--- src/rtl/imsic_pkg.sv ---
// imsic_pkg: shared register addresses, file indices and privilege encodings for the IMSIC responder
package imsic_pkg;
  localparam logic [31:0] EIDELIVERY  = 32'h70;
  localparam logic [31:0] EITHRESHOLD = 32'h72;
  localparam logic [31:0] EIP0        = 32'h80;
  localparam logic [31:0] EIE0        = 32'hC0;
  typedef enum logic [1:0] {
    FILE_M   = 2'd0,
    FILE_S   = 2'd1,
    FILE_VS0 = 2'd2
  } file_e;
  localparam logic [1:0] PRIV_U  = 2'b00;
  localparam logic [1:0] PRIV_S  = 2'b01;
  localparam logic [1:0] PRIV_VS = 2'b10;
  localparam logic [1:0] PRIV_M  = 2'b11;
endpackage

--- src/rtl/imsic_top_finder.sv ---
// imsic_top_finder: lowest enabled pending identity of one interrupt file, gated by delivery and threshold
module imsic_top_finder #(
  parameter int NrSources  = 64,
  parameter int NrSourcesW = $clog2(NrSources)
) (
  input  logic [NrSources-1:0]  eip_i,
  input  logic [NrSources-1:0]  eie_i,
  input  logic [NrSourcesW-1:0] thr_i,
  input  logic                  del_i,
  output logic [NrSourcesW-1:0] id_o
);
  logic [NrSources-1:0] pend;
  // identity 0 is never valid, so it is masked out; scanning downwards leaves the lowest qualifying id
  always_comb begin
    pend = eip_i & eie_i & ~NrSources'(1);
    id_o = '0;
    for (int i = NrSources - 1; i >= 0; i--)
      if (del_i && pend[i] && (thr_i == '0 || NrSourcesW'(i) < thr_i)) id_o = NrSourcesW'(i);
  end
endmodule

--- src/rtl/imsic_intp_file_responder.sv ---
// imsic_intp_file_responder: M/S/VS interrupt files answering indirect CSR accesses, claims and MSI writes
module imsic_intp_file_responder
  import imsic_pkg::*;
#(
  parameter int NrSources     = 64,
  parameter int NrVSIntpFiles = 1,
  localparam int NrSourcesW   = $clog2(NrSources),
  localparam int VgeinW       = $clog2(NrVSIntpFiles + 1),
  localparam int NrIntpFiles  = 2 + NrVSIntpFiles,
  localparam int FileW        = $clog2(NrIntpFiles)
) (
  input  logic                              clk_i,
  input  logic                              rst_i,
  input  logic [1:0]                        priv_lvl_i,
  input  logic [VgeinW:0]                   vgein_i,
  input  logic [31:0]                       addr_i,
  input  logic [31:0]                       data_i,
  input  logic                              we_i,
  input  logic                              claim_i,
  output logic [31:0]                       data_o,
  output logic                              exception_o,
  output logic [NrIntpFiles*NrSourcesW-1:0] xtopei_o,
  output logic [NrIntpFiles-1:0]            irq_o,
  input  logic                              msi_valid_i,
  input  logic [FileW-1:0]                  msi_file_i,
  input  logic [NrSourcesW:0]               msi_id_i,
  output logic                              msi_ready_o
);
  localparam int NrWords = NrSources / 32;

  logic [NrSources-1:0]              eip_q [NrIntpFiles];
  logic [NrSources-1:0]              eip_d [NrIntpFiles];
  logic [NrSources-1:0]              eie_q [NrIntpFiles];
  logic [NrSources-1:0]              eie_d [NrIntpFiles];
  logic [NrSourcesW-1:0]             thr_q [NrIntpFiles];
  logic [NrSourcesW-1:0]             thr_d [NrIntpFiles];
  logic [NrSourcesW-1:0]             top   [NrIntpFiles];
  logic [NrIntpFiles-1:0]            del_q, del_d, irq_q, irq_d;
  logic [NrIntpFiles*NrSourcesW-1:0] xtopei_q, xtopei_d;
  logic                              ready_q;
  logic                              file_ok, is_del, is_thr, is_eip, is_eie, exc, wr, clm, msi_ok;
  logic [FileW-1:0]                  sel;
  logic [5:0]                        off;
  logic [NrSources-1:0]              wmask, wdata, msi_set;
  logic [31:0]                       rd;

  // access decode: target file, register, legality and read mux
  always_comb begin
    off     = addr_i[5:0];
    file_ok = priv_lvl_i == PRIV_M || priv_lvl_i == PRIV_S ||
              (priv_lvl_i == PRIV_VS && vgein_i != '0 && vgein_i <= (VgeinW+1)'(NrVSIntpFiles));
    sel     = priv_lvl_i == PRIV_M ? FileW'(FILE_M) :
              priv_lvl_i == PRIV_S ? FileW'(FILE_S) :
              FileW'(FILE_VS0) + FileW'(vgein_i) - FileW'(1);
    is_del  = addr_i == EIDELIVERY;
    is_thr  = addr_i == EITHRESHOLD;
    is_eip  = addr_i[31:6] == EIP0[31:6] && {1'b0, off} < 7'(NrWords);
    is_eie  = addr_i[31:6] == EIE0[31:6] && {1'b0, off} < 7'(NrWords);
    exc     = !file_ok || !(is_del || is_thr || is_eip || is_eie) || (we_i && claim_i);
    wr      = we_i && !exc;
    clm     = claim_i && !exc;
    rd      = is_del ? {31'b0, del_q[sel]} :
              is_thr ? 32'(thr_q[sel]) :
              is_eip ? 32'(eip_q[sel] >> {off, 5'b0}) :
              32'(eie_q[sel] >> {off, 5'b0});
    data_o      = exc ? '0 : rd;
    exception_o = exc;
    wmask   = NrSources'(32'hFFFF_FFFF) << {off, 5'b0};
    wdata   = {NrWords{data_i}} & ~NrSources'(1);
    msi_ok  = msi_valid_i && ready_q && msi_id_i != '0 &&
              msi_id_i < (NrSourcesW+1)'(NrSources) && {1'b0, msi_file_i} < (FileW+1)'(NrIntpFiles);
    msi_set = NrSources'(1) << msi_id_i[NrSourcesW-1:0];
  end

  // next-state merge: CSR write, then claim clear, then MSI set so the MSI wins on the same bit
  always_comb begin
    del_d = del_q;
    for (int f = 0; f < NrIntpFiles; f++) begin
      eip_d[f] = wr && sel == FileW'(f) && is_eip ? (eip_q[f] & ~wmask) | (wdata & wmask) : eip_q[f];
      eip_d[f] = clm && sel == FileW'(f) ? eip_d[f] & ~(NrSources'(1) << top[f]) : eip_d[f];
      eip_d[f] = msi_ok && msi_file_i == FileW'(f) ? eip_d[f] | msi_set : eip_d[f];
      eie_d[f] = wr && sel == FileW'(f) && is_eie ? (eie_q[f] & ~wmask) | (wdata & wmask) : eie_q[f];
      thr_d[f] = wr && sel == FileW'(f) && is_thr ? data_i[NrSourcesW-1:0] : thr_q[f];
      del_d[f] = wr && sel == FileW'(f) && is_del ? data_i[0] : del_q[f];
    end
  end

  for (genvar g = 0; g < NrIntpFiles; g++) begin : g_find
    imsic_top_finder #(.NrSources(NrSources)) u_find (
      .eip_i(eip_q[g]),
      .eie_i(eie_q[g]),
      .thr_i(thr_q[g]),
      .del_i(del_q[g]),
      .id_o (top[g])
    );
  end

  // flatten per-file top identities for the registered hart outputs
  always_comb begin
    xtopei_d = '0;
    irq_d    = '0;
    for (int f = 0; f < NrIntpFiles; f++) begin
      xtopei_d[f*NrSourcesW +: NrSourcesW] = top[f];
      irq_d[f] = |top[f];
    end
  end

  // state and output registers
  always_ff @(posedge clk_i or posedge rst_i) begin
    if (rst_i) begin
      for (int f = 0; f < NrIntpFiles; f++) begin
        eip_q[f] <= '0;
        eie_q[f] <= '0;
        thr_q[f] <= '0;
      end
      del_q    <= '0;
      xtopei_q <= '0;
      irq_q    <= '0;
      ready_q  <= 1'b0;
    end else begin
      for (int f = 0; f < NrIntpFiles; f++) begin
        eip_q[f] <= eip_d[f];
        eie_q[f] <= eie_d[f];
        thr_q[f] <= thr_d[f];
      end
      del_q    <= del_d;
      xtopei_q <= xtopei_d;
      irq_q    <= irq_d;
      ready_q  <= 1'b1;
    end
  end

  assign xtopei_o    = xtopei_q;
  assign irq_o       = irq_q;
  assign msi_ready_o = ready_q;
endmodule

--- config.mk ---
export PLATFORM = sky130hd
export DESIGN_NAME = imsic_intp_file_responder
export DESIGN_NICKNAME = d
export VERILOG_FILES = /design/src/rtl/imsic_pkg.sv /design/src/rtl/imsic_top_finder.sv /design/src/rtl/imsic_intp_file_responder.sv
export SDC_FILE = /design/constraint.sdc
export NUM_CORES = 2
export LEC_CHECK = 0
export CORE_MARGIN = 1
export CORE_UTILIZATION = 40
export DETAILED_ROUTE_END_ITERATION = 8
export DONT_BUFFER_PORTS = 1
export PLACE_DENSITY = 0.57
export SLEW_MARGIN = 0
export SYNTH_ARGS = -nofsm -noshare
export SYNTH_HDL_FRONTEND = slang
export SYNTH_SLANG_ARGS = --single-unit
--- constraint.sdc ---
create_clock -name clk_i -period 23.1 [get_ports clk_i]
set_input_delay 2.31 -clock clk_i [delete_from_list [all_inputs] [get_ports clk_i]]
set_output_delay 2.31 -clock clk_i [all_outputs]
set_load 0.02 [all_outputs]
==> out/metrics.cfg <==
[detailed_routing]
drcViolationCount=0
vias=31600
viasPerCell=7.15
drtIter0Drc=4765
drtAntennaViolNets=0
firstDrtPassIters=6
routedWlPerCell_um=39.2
wirelength_um=173000

[worst_setup_path]
critPathMaxFanout=82
endpoint_kind=output pin
cp.required_ps=20790
cp_data_arrival_time_ps=5810
cp_common_cell=buf_4
critPathKind=in2out
slowest_stage=and2_4
path_cells=mux2i_4 > buf_4 > and2_4 > buf_4 > a21oi_1 > mux4_2 > nor2_1
cp.buffers_inverters=2
max_stage_delay_ps=850
cpLargestDelayFamily=buffers and inverters
start_kind=input pin

[cells_and_area]
final_nets=3491
nFillCells=7443
utilization_pct=43.8
instances_no_fill=4422
drive_gt1_share_pct=14.0
area_growth_pct=8.54

[floorplanning]
pin_count=137
num_rows=100
die-height_um=276
core_mm2=0.0744
dieWidth_um=276
die_area_mm2=0.0763
initial_core_util_pct=40.4

[sta]
rsz0062_at_grt=false
skew_ps=50.0
setup-tns-final_ps=0
max_freq_mhz=123
fin_crit_ps=8120
slew_headroom_pct=10.7
hold_violations=0
finalSetupViolations=0
drv_slew=0
tightest_slew_ps=1330
fin_crit_sh_pct=35.1
fin_hold_ws_ps=504

[clocking]
htree_levels=2
clk_pin_slew_worst_paths_ps=50
cts_sinks=427
cts_hold_buf=0
insertion_delay_ps=650
cts_root_buf=clkbuf_16
numCtsBuffers=53
cts_max_path_buffers=3
postCtsSetupBuffers=0
cts.repair.resized=0
cts_tree=done

[global_route]
grtUsageMet3_pct=12.0
grt_overflow_total=0
gr-usage-all-layers_pct=44.3
met1_usage_pct=55.7
grt_pass1_wl_um=239000
grt_util_met2_pct=64.4
grt_max_degree=111
busiest_layer=met2
grt_pass1_vias=29500
antenna_found_initial=3

[synthesis]
synth-edff-count=0
synth_common_cells=507 x nand2_1, 427 x dfrtp_1, 385 x a21oi_1
yosys.cell_types.count=108
synth_seq_area_share_pct=35.5
yosysWarnings=0
syn_inst=3568
synth_seq_cells=427
yosys-top-cells-area=dfrtp_1 36%, mux2_2 7.5%, a21oi_1 6.4%, nand2_1 6.3%, mux2i_1 6.3%
syn_nets=3652
syn_area_mm2=0.0301
yosys_most_used_dff=dfrtp_1
netlist.area_leader.share_pct=35.5
synth.most_common_cell=nand2_1
postSynth.asyncResetShare_pct=100
yosysTopAreaCell=dfrtp_1
avgSynthCellArea_um2=8.43

[placement]
io_buffers=0
placed_cells=4321
hpwl_um=129000
gp_congestion=1.11

[worst_hold_path]
hp-class=reg2reg

[power_and_ir_drop]
leakage_nw=12.6
peakVddDrop_v=0.0000579
p_per_area_mw_per_mm2=54.2

[flow_run]
drv_cap=0

[run_status]
status=complete, no violations

-- cell usage in the layout (no fill, tap or decap), types with 11 or more instances in the layout --
cell type,instances
a211oi_1,25
a21o_1,24
a21oi_1,385
a221oi_1,12
a22oi_1,24
a31oi_1,46
a32oi_1,11
and2_1,46
and3_1,48
buf_4,67
clkbuf_1,12
clkbuf_16,54
dfrtp_1,423
inv_1,31
mux2_2,201
mux2i_1,189
mux4_2,32
nand2_1,503
nand2b_1,19
nand3_1,122
nand3b_1,12
nand4_1,37
nand4b_1,15
nor2_1,287
nor2b_1,18
nor3_1,79
nor4_1,19
o2111ai_1,17
o211ai_1,36
o21ai_0,77
o22ai_1,221
o31ai_1,17
or2_2,23
or3_1,19
or4_1,14
-- final cells by class --
type	count	area, um2	area share (%)
Sequential cell	427	10700	32.8
Inverter	37	146	0.448
Timing Repair Buffer	67	503	1.54
Clock inverter	20	333	1.02
Multi-Input combinational cell	2821	18200	55.8
Antenna cell	5	12.5	0.0383
Tap cell	969	1210	3.71
Clock buffer	76	1530	4.70
-- logic make-up after synthesis --
logic type	synth area share [%]
AND/OR/NAND/NOR	20.8
AO/OA/AOI/OAI	22.9
flip-flops	35.5
multiplexers	16.2
buffers and inverters	4.27
XOR/XNOR	0.0874
adder cells (fa/ha/maj)	0.0832
other	0.0125
-- final timing paths --
kind / startpoint / end / slack (ps) / depth (start not counted)
max in group asynchronous: rst_i / asynchronous set/reset pin / 19830 / 2
hold reg to reg: eie_q[0] / eie_q[0] / 500 / 1
setup / recovery: priv_lvl_i[0] / data_o[28] / 14980 / 7
setup reg to reg: thr_q[2] / eip_q[24] / 17470 / 11
hold / removal: eie_q[0] / eie_q[0] / 500 / 1
min in group asynchronous: rst_i / xtopei_o[15] / 1620 / 1
-- metal layers --
layer  wire length [um]  vias up
li1                   -    13000
met1              65300    15700
met2              73100     2323
met3              18900      559
met4              16000        2
met5                 13        -
-- through the flow --
stage / cell area [um2] / total power, mW / setup WS, ps
6_report: 32600 / 1.77 / 14980
2_1_floorplan: 30100 / 0.840 / 8900
5_1_grt: 32600 / 1.80 / 14830
3_5_place_dp: 30800 / 0.861 / 15090
4_1_cts: 32600 / 1.77 / 15090
3_3_place_gp: 30800 / 0.861 / 15110
-- where the power goes --
part / internal [mW] / total [mW] / leakage, nW / switching [mW]
Sequential: 0.757 / 0.771 / 5.89 / 0.0140
Combinational: 0.0176 / 0.0809 / 5.82 / 0.0633
Clock: 0.550 / 0.918 / 0.901 / 0.368
Total: 1.32 / 1.77 / 12.6 / 0.445
Power figures use the tool's default switching activity.
